$ cat src/rtl/delay_timer_arbiter.sv
// delay_timer_arbiter
// Round-robin sharing of one LS7212-style delay timer among N_REQ requesters.
// The winner's weight is placed on the timer wb bus, the timer runs one
// operate-delay cycle (trigger high until out_n falls, trigger low until out_n
// rises), and the requester gets a one-cycle done or err pulse. A watchdog
// pulses tmr_reset if the timer never answers.
module delay_timer_arbiter #(
  parameter int N_REQ   = 4,
  parameter int WB_W    = 8,
  parameter int SETTLE  = 2,
  parameter int TIMEOUT = 1024,
  parameter int TO_W    = 16
) (
  input  logic                  clk,
  input  logic                  reset,
  input  logic [N_REQ-1:0]      req,
  input  logic [N_REQ*WB_W-1:0] req_wb,
  output logic [N_REQ-1:0]      gnt,
  output logic [N_REQ-1:0]      done,
  output logic [N_REQ-1:0]      err,
  output logic                  busy,
  output logic [WB_W-1:0]       tmr_wb,
  output logic                  tmr_mode_a,
  output logic                  tmr_mode_b,
  output logic                  tmr_trigger,
  output logic                  tmr_reset,
  input  logic                  tmr_delay_out_n
);

  localparam int IDX_W = (N_REQ > 1) ? $clog2(N_REQ) : 1;
  localparam int ST_W  = (SETTLE > 1) ? $clog2(SETTLE + 1) : 1;

  localparam logic [2:0] S_IDLE    = 3'd0;
  localparam logic [2:0] S_LOAD    = 3'd1;
  localparam logic [2:0] S_TRIG    = 3'd2;
  localparam logic [2:0] S_RELEASE = 3'd3;
  localparam logic [2:0] S_DONE    = 3'd4;
  localparam logic [2:0] S_ABORT   = 3'd5;
  localparam logic [2:0] S_REJECT  = 3'd6;

  localparam logic [TO_W-1:0]  TO_LAST     = TO_W'(TIMEOUT - 1);
  localparam logic [ST_W-1:0]  SETTLE_LAST = ST_W'(SETTLE - 1);
  localparam logic [IDX_W-1:0] IDX_LAST    = IDX_W'(N_REQ - 1);

  logic [2:0]       state_q,  state_d;
  logic [IDX_W-1:0] ptr_q,    ptr_d;
  logic [IDX_W-1:0] w_q,      w_d;
  logic [N_REQ-1:0] gnt_q,    gnt_d;
  logic [N_REQ-1:0] done_q,   done_d;
  logic [N_REQ-1:0] err_q,    err_d;
  logic [WB_W-1:0]  tmr_wb_q, tmr_wb_d;
  logic             trig_q,   trig_d;
  logic [TO_W-1:0]  wdog_q,   wdog_d;
  logic [ST_W-1:0]  settle_q, settle_d;
  logic [1:0]       sync_q,   sync_d;

  logic             win_found;
  logic [IDX_W-1:0] win_idx;
  logic [WB_W-1:0]  win_wb;
  logic [IDX_W-1:0] scan_idx;
  logic             out_n_s;

  function automatic logic [N_REQ-1:0] onehot(input logic [IDX_W-1:0] i);
    logic [N_REQ-1:0] v;
    v    = '0;
    v[i] = 1'b1;
    return v;
  endfunction

  assign out_n_s     = sync_q[1];
  assign gnt         = gnt_q;
  assign done        = done_q;
  assign err         = err_q;
  assign busy        = (state_q != S_IDLE);
  assign tmr_wb      = tmr_wb_q;
  assign tmr_mode_a  = 1'b0;
  assign tmr_mode_b  = 1'b0;
  assign tmr_trigger = trig_q;
  // Timer is held in reset with the system and pulsed for one cycle on abort.
  assign tmr_reset   = reset | (state_q == S_ABORT);

  // Two-flop synchronizer for the asynchronous timer output.
  always_comb begin
    sync_d = {sync_q[0], tmr_delay_out_n};
  end

  // Round-robin scan starting at ptr; first set request wins.
  always_comb begin
    win_found = 1'b0;
    win_idx   = '0;
    win_wb    = '0;
    scan_idx  = '0;
    for (int k = 0; k < N_REQ; k++) begin
      scan_idx = IDX_W'((int'(ptr_q) + k) % N_REQ);
      if (!win_found && req[scan_idx]) begin
        win_found = 1'b1;
        win_idx   = scan_idx;
        win_wb    = req_wb[scan_idx*WB_W +: WB_W];
      end
    end
  end

  // Service FSM: next state plus the registered grant/pulse/trigger outputs.
  always_comb begin
    state_d  = state_q;
    ptr_d    = ptr_q;
    w_d      = w_q;
    gnt_d    = gnt_q;
    tmr_wb_d = tmr_wb_q;
    wdog_d   = wdog_q;
    settle_d = settle_q;
    case (state_q)
      S_IDLE: begin
        if (win_found) begin
          w_d   = win_idx;
          gnt_d = onehot(win_idx);
          if (win_wb == '0) begin
            // Zero weight is refused without touching the timer bus.
            state_d = S_REJECT;
          end else begin
            state_d  = S_LOAD;
            tmr_wb_d = win_wb;
            settle_d = '0;
          end
        end
      end
      S_LOAD: begin
        // Hold wb/mode steady with trigger low so the timer sees stable inputs.
        if (settle_q == SETTLE_LAST) begin
          state_d = S_TRIG;
          wdog_d  = '0;
        end else begin
          settle_d = settle_q + 1'b1;
        end
      end
      S_TRIG: begin
        // The expected edge takes priority over a watchdog expiry.
        if (!out_n_s) begin
          state_d = S_RELEASE;
          wdog_d  = '0;
        end else if (wdog_q == TO_LAST) begin
          state_d = S_ABORT;
        end else begin
          wdog_d = wdog_q + 1'b1;
        end
      end
      S_RELEASE: begin
        if (out_n_s) begin
          state_d = S_DONE;
        end else if (wdog_q == TO_LAST) begin
          state_d = S_ABORT;
        end else begin
          wdog_d = wdog_q + 1'b1;
        end
      end
      S_DONE, S_ABORT, S_REJECT: begin
        // Pointer moves past the one just served; IDLE gives a one-cycle gap.
        state_d = S_IDLE;
        gnt_d   = '0;
        wdog_d  = '0;
        ptr_d   = (w_q == IDX_LAST) ? '0 : w_q + 1'b1;
      end
      default: begin
        state_d = S_IDLE;
        gnt_d   = '0;
        wdog_d  = '0;
      end
    endcase
    done_d = (state_d == S_DONE) ? onehot(w_d) : '0;
    err_d  = (state_d == S_REJECT || state_d == S_ABORT) ? onehot(w_d) : '0;
    trig_d = (state_d == S_TRIG);
  end

  // State registers; reset silently abandons any service in flight.
  always_ff @(posedge clk) begin
    if (reset) begin
      state_q  <= S_IDLE;
      ptr_q    <= '0;
      w_q      <= '0;
      gnt_q    <= '0;
      done_q   <= '0;
      err_q    <= '0;
      tmr_wb_q <= '0;
      trig_q   <= 1'b0;
      wdog_q   <= '0;
      settle_q <= '0;
      sync_q   <= 2'b11;
    end else begin
      state_q  <= state_d;
      ptr_q    <= ptr_d;
      w_q      <= w_d;
      gnt_q    <= gnt_d;
      done_q   <= done_d;
      err_q    <= err_d;
      tmr_wb_q <= tmr_wb_d;
      trig_q   <= trig_d;
      wdog_q   <= wdog_d;
      settle_q <= settle_d;
      sync_q   <= sync_d;
    end
  end

endmodule

$ cat config.mk
export PLATFORM = sky130hd
export DESIGN_NAME = delay_timer_arbiter
export DESIGN_NICKNAME = d
export VERILOG_FILES = /design/src/rtl/delay_timer_arbiter.sv
export SDC_FILE = /design/constraint.sdc
export NUM_CORES = 1
export LEC_CHECK = 0
export CAP_MARGIN = 10
export CORE_ASPECT_RATIO = 0.75
export CORE_UTILIZATION = 40
export CTS_BUF_LIST = sky130_fd_sc_hd__clkbuf_16
export CTS_CLUSTER_SIZE = 10
export DETAILED_ROUTE_END_ITERATION = 8
export GPL_TIMING_DRIVEN = 0
export PLACE_DENSITY_LB_ADDON = 0.08
export SLEW_MARGIN = 25
export SYNTH_ARGS = -nofsm -noshare
export SYNTH_HDL_FRONTEND = slang
export SYNTH_SLANG_ARGS = --single-unit
$ cat constraint.sdc
create_clock -name clk -period 3.7 [get_ports clk]
set_clock_uncertainty 0.15 [all_clocks]
set_input_delay 0.555 -clock clk [delete_from_list [all_inputs] [get_ports clk]]
set_output_delay 0.555 -clock clk [all_outputs]
set_load 0.01 [all_outputs]
==> impl_metrics.tcl <==
set metrics [dict create \
    status "complete, no violations" \
    hold_viol_final 0 \
    fin_hold_ws_ns 0.265 \
    grt_pass1_vias 3071 \
    post-route-period-util_pct 98.7 \
    setup_violations 0 \
    layout.cells.non_filler 584 \
    ys_types 54 \
    wl_per_cell_um 15.8 \
    grt_usage_pct 22.4 \
    max-clock-path-buffers 2 \
    critical_path_class "primary input to register" \
    drt_iter0_markers 194 \
    finalWirelength_mm 9.21 \
    cts_root_buf "clkbuf_16" \
    ys_seq_area_share_pct 29.2 \
    portBuffers 60 \
    ys.flop_type "dfxtp_1" \
    dr.pass1.iters 4 \
    synth_edf_count 0 \
    fin_ws_ns 0.0496 \
    hp-class "register to register" \
    finalCriticalPeriod_ns 3.65 \
    cts.sinks 48 \
    final_core_util_pct 53.3 \
    worst_setup_path_end_kind "register" \
    leakagePower_nw 1.53 \
    worstPathRequired_ns 3.73 \
    postLayoutCellArea_sq_um 4220 \
    drive_above_1_share_pct 12.1 \
    max-vdd-ir-drop_mv 0.205 \
    worstPathArrival_ns 3.68 \
    syn_avg_cell_area_sq_um 8.07 \
    core_area_sq_um 7920 \
    rsz0062_at_grt "true" \
    grt_max_degree 14 \
    cts.clk_slew.worst_paths_ns 0.06 \
    io_pins 64 \
    start_kind "primary input" \
    vias 3318 \
    synth.top_cells.by_area "dfxtp_1 (29%), mux2i_1 (6.1%), nor2_1 (5.6%), mux2_2 (5.5%), nand2_1 (4.9%)" \
    syn_area_sq_um 3290 \
    clk-insertion-delay-late_ns 0.28 \
    maxCapViolations 0 \
    cts_buffers 5 \
    via_per_inst 5.68 \
    htreeDepth 2 \
    setup_tns_ns 0 \
    maxSlewHeadroom_pct 64.0 \
    drv_slew 0 \
    crit_fanout 10 \
    dp_cells 574 \
    die-area_sq_um 8600 \
    die_w_um 107 \
    p_total_mw 1.44 \
    tightest_slew_ns 0.539 \
    gp_congestion 0.849 \
    final_nets 520 \
    async_reset_ff_share_pct 0 \
    grt.overflow.total 0 \
    drtAntennaViolNets 0 \
    pre_cts_slack_ns -0.306 \
    p_per_area_nw_per_um2 342 \
    dpl_cell_area_sq_um 4030 \
    dp_hpwl_mm 7.09 \
    start_util_pct 41.6 \
    synth-seq-cells 48 \
    grt_first_pass_wirelength_mm 15.4 \
    clock.fmax_ghz 0.274 \
    syn2layout_area_growth_pct 28.2 \
    drc_errors 0 \
    fp.dieH_um 80.6 \
    netlist_instances 408 \
    antenna_found_initial 0 \
    antenna_cells 0 \
    synth_top_area_share_pct 29.2 \
    synth_area_leader_cell "dfxtp_1" \
    rows 28 \
    yosys_warnings 0 \
    cts_tree "yes" \
]
==> worst max-delay path, stage by stage <==
cell and delay, ns:
clkdlybuf4s50_1 0.41, buf_2 0.19, mux4_2 0.60, nand2_1 0.11
o31ai_1 0.09, or4_1 0.57, a31oi_1 0.24, nand3_1 0.16
o31a_1 0.35, buf_6 0.15, nor4_1 0.26
==> where the power goes <==
part           leakage, nW  internal, mW  switching (mW)
logic                 1.06         0.206           0.250
clock network       0.0738         0.243           0.172
registers            0.390         0.552          0.0220
==> state kept, by name, summed over array words and instances, names as in the netlist <==
register	count
w_q	2
gnt	4
err	4
wdog_q	16
sync_q	2
tmr_wb	8
ptr_q	2
settle_q	2
tmr_trigger	1
state_q	3
done	4
==> cell families (layout without fill, tap and decap cells) <==
kind of cell	after synthesis	after routing	share of synthesized area, %
flops	48	48	29.2
simple gates	173	173	26.4
xor+xnor	14	14	3.72
other cells	1	2	0.114
compound gates	92	92	18.7
fa+ha+maj	3	3	1.14
mux	42	42	15.7
buf+inv	35	105	5.09
==> synth_stat cells, drive strengths merged (7+ instances only) <==
| cell | count |
|---|---|
| a22oi | 9 |
| nand2 | 43 |
| nor2 | 49 |
| a21oi | 13 |
| nor4 | 11 |
| o22ai | 7 |
| nand3 | 10 |
| mux2i | 20 |
| xor2 | 9 |
| and3 | 8 |
| nand2b | 7 |
| nor3 | 9 |
| buf | 14 |
| mux2 | 16 |
| o31ai | 9 |
| dfxtp | 48 |
| clkbuf | 15 |
| o21ai | 21 |
==> cell type report <==
type	instances	area, sq um
clock buffers	5	125
repair buffers	62	616
clock inverters	3	11.3
plain buffers	29	150
inverters	6	22.5
flip-flops and latches	48	961
multi-input cells	326	2200
fillers	754	3700
well taps	105	131
==> worst paths after layout <==
check | from | end | slack, ns | cells past startpoint
setup / recovery | req[2] | done[2] | 0.05 | 11
hold reg to reg | sync_q[0] | sync_q[1] | 0.27 | 1
setup reg to reg | ptr_q[0] | done[2] | 0.20 | 13
hold / removal | sync_q[0] | sync_q[1] | 0.27 | 1
==> layout by cell type (no fill, tap or decap), types with 9 or more instances in the layout <==
cell type,instances
a21oi_1,13
a22oi_1,9
clkbuf_1,11
clkdlybuf4s50_1,60
dfxtp_1,48
mux2_2,16
mux2i_1,20
nand2_1,43
nand3_1,10
nor2_1,49
nor3_1,9
nor4_1,9
o21ai_0,19
o31ai_1,9
xor2_1,9
==> routing by layer <==
| metal | vias to the layer above | wire length, um | global-route usage [%] |
|---|---|---|---|
| li1 | 1636 | - | - |
| met1 | 1584 | 4870 | 34.4 |
| met2 | 98 | 3850 | 33.7 |
| met3 | 0 | 492 | 3.65 |
| met4 | 0 | 0 | 1.64 |
| met5 | - | 0 | 0 |
==> what timing repair did <==
item / CTS / global route
hold buffers: 0 / 0
setup buffers: 0 / 2
resized for setup: 1 / 13
setup endpoints to repair: 4 / 18
hold endpoints to repair: 0 / 0
pin swaps: 0 / 0
Power figures use the tool's default switching activity.
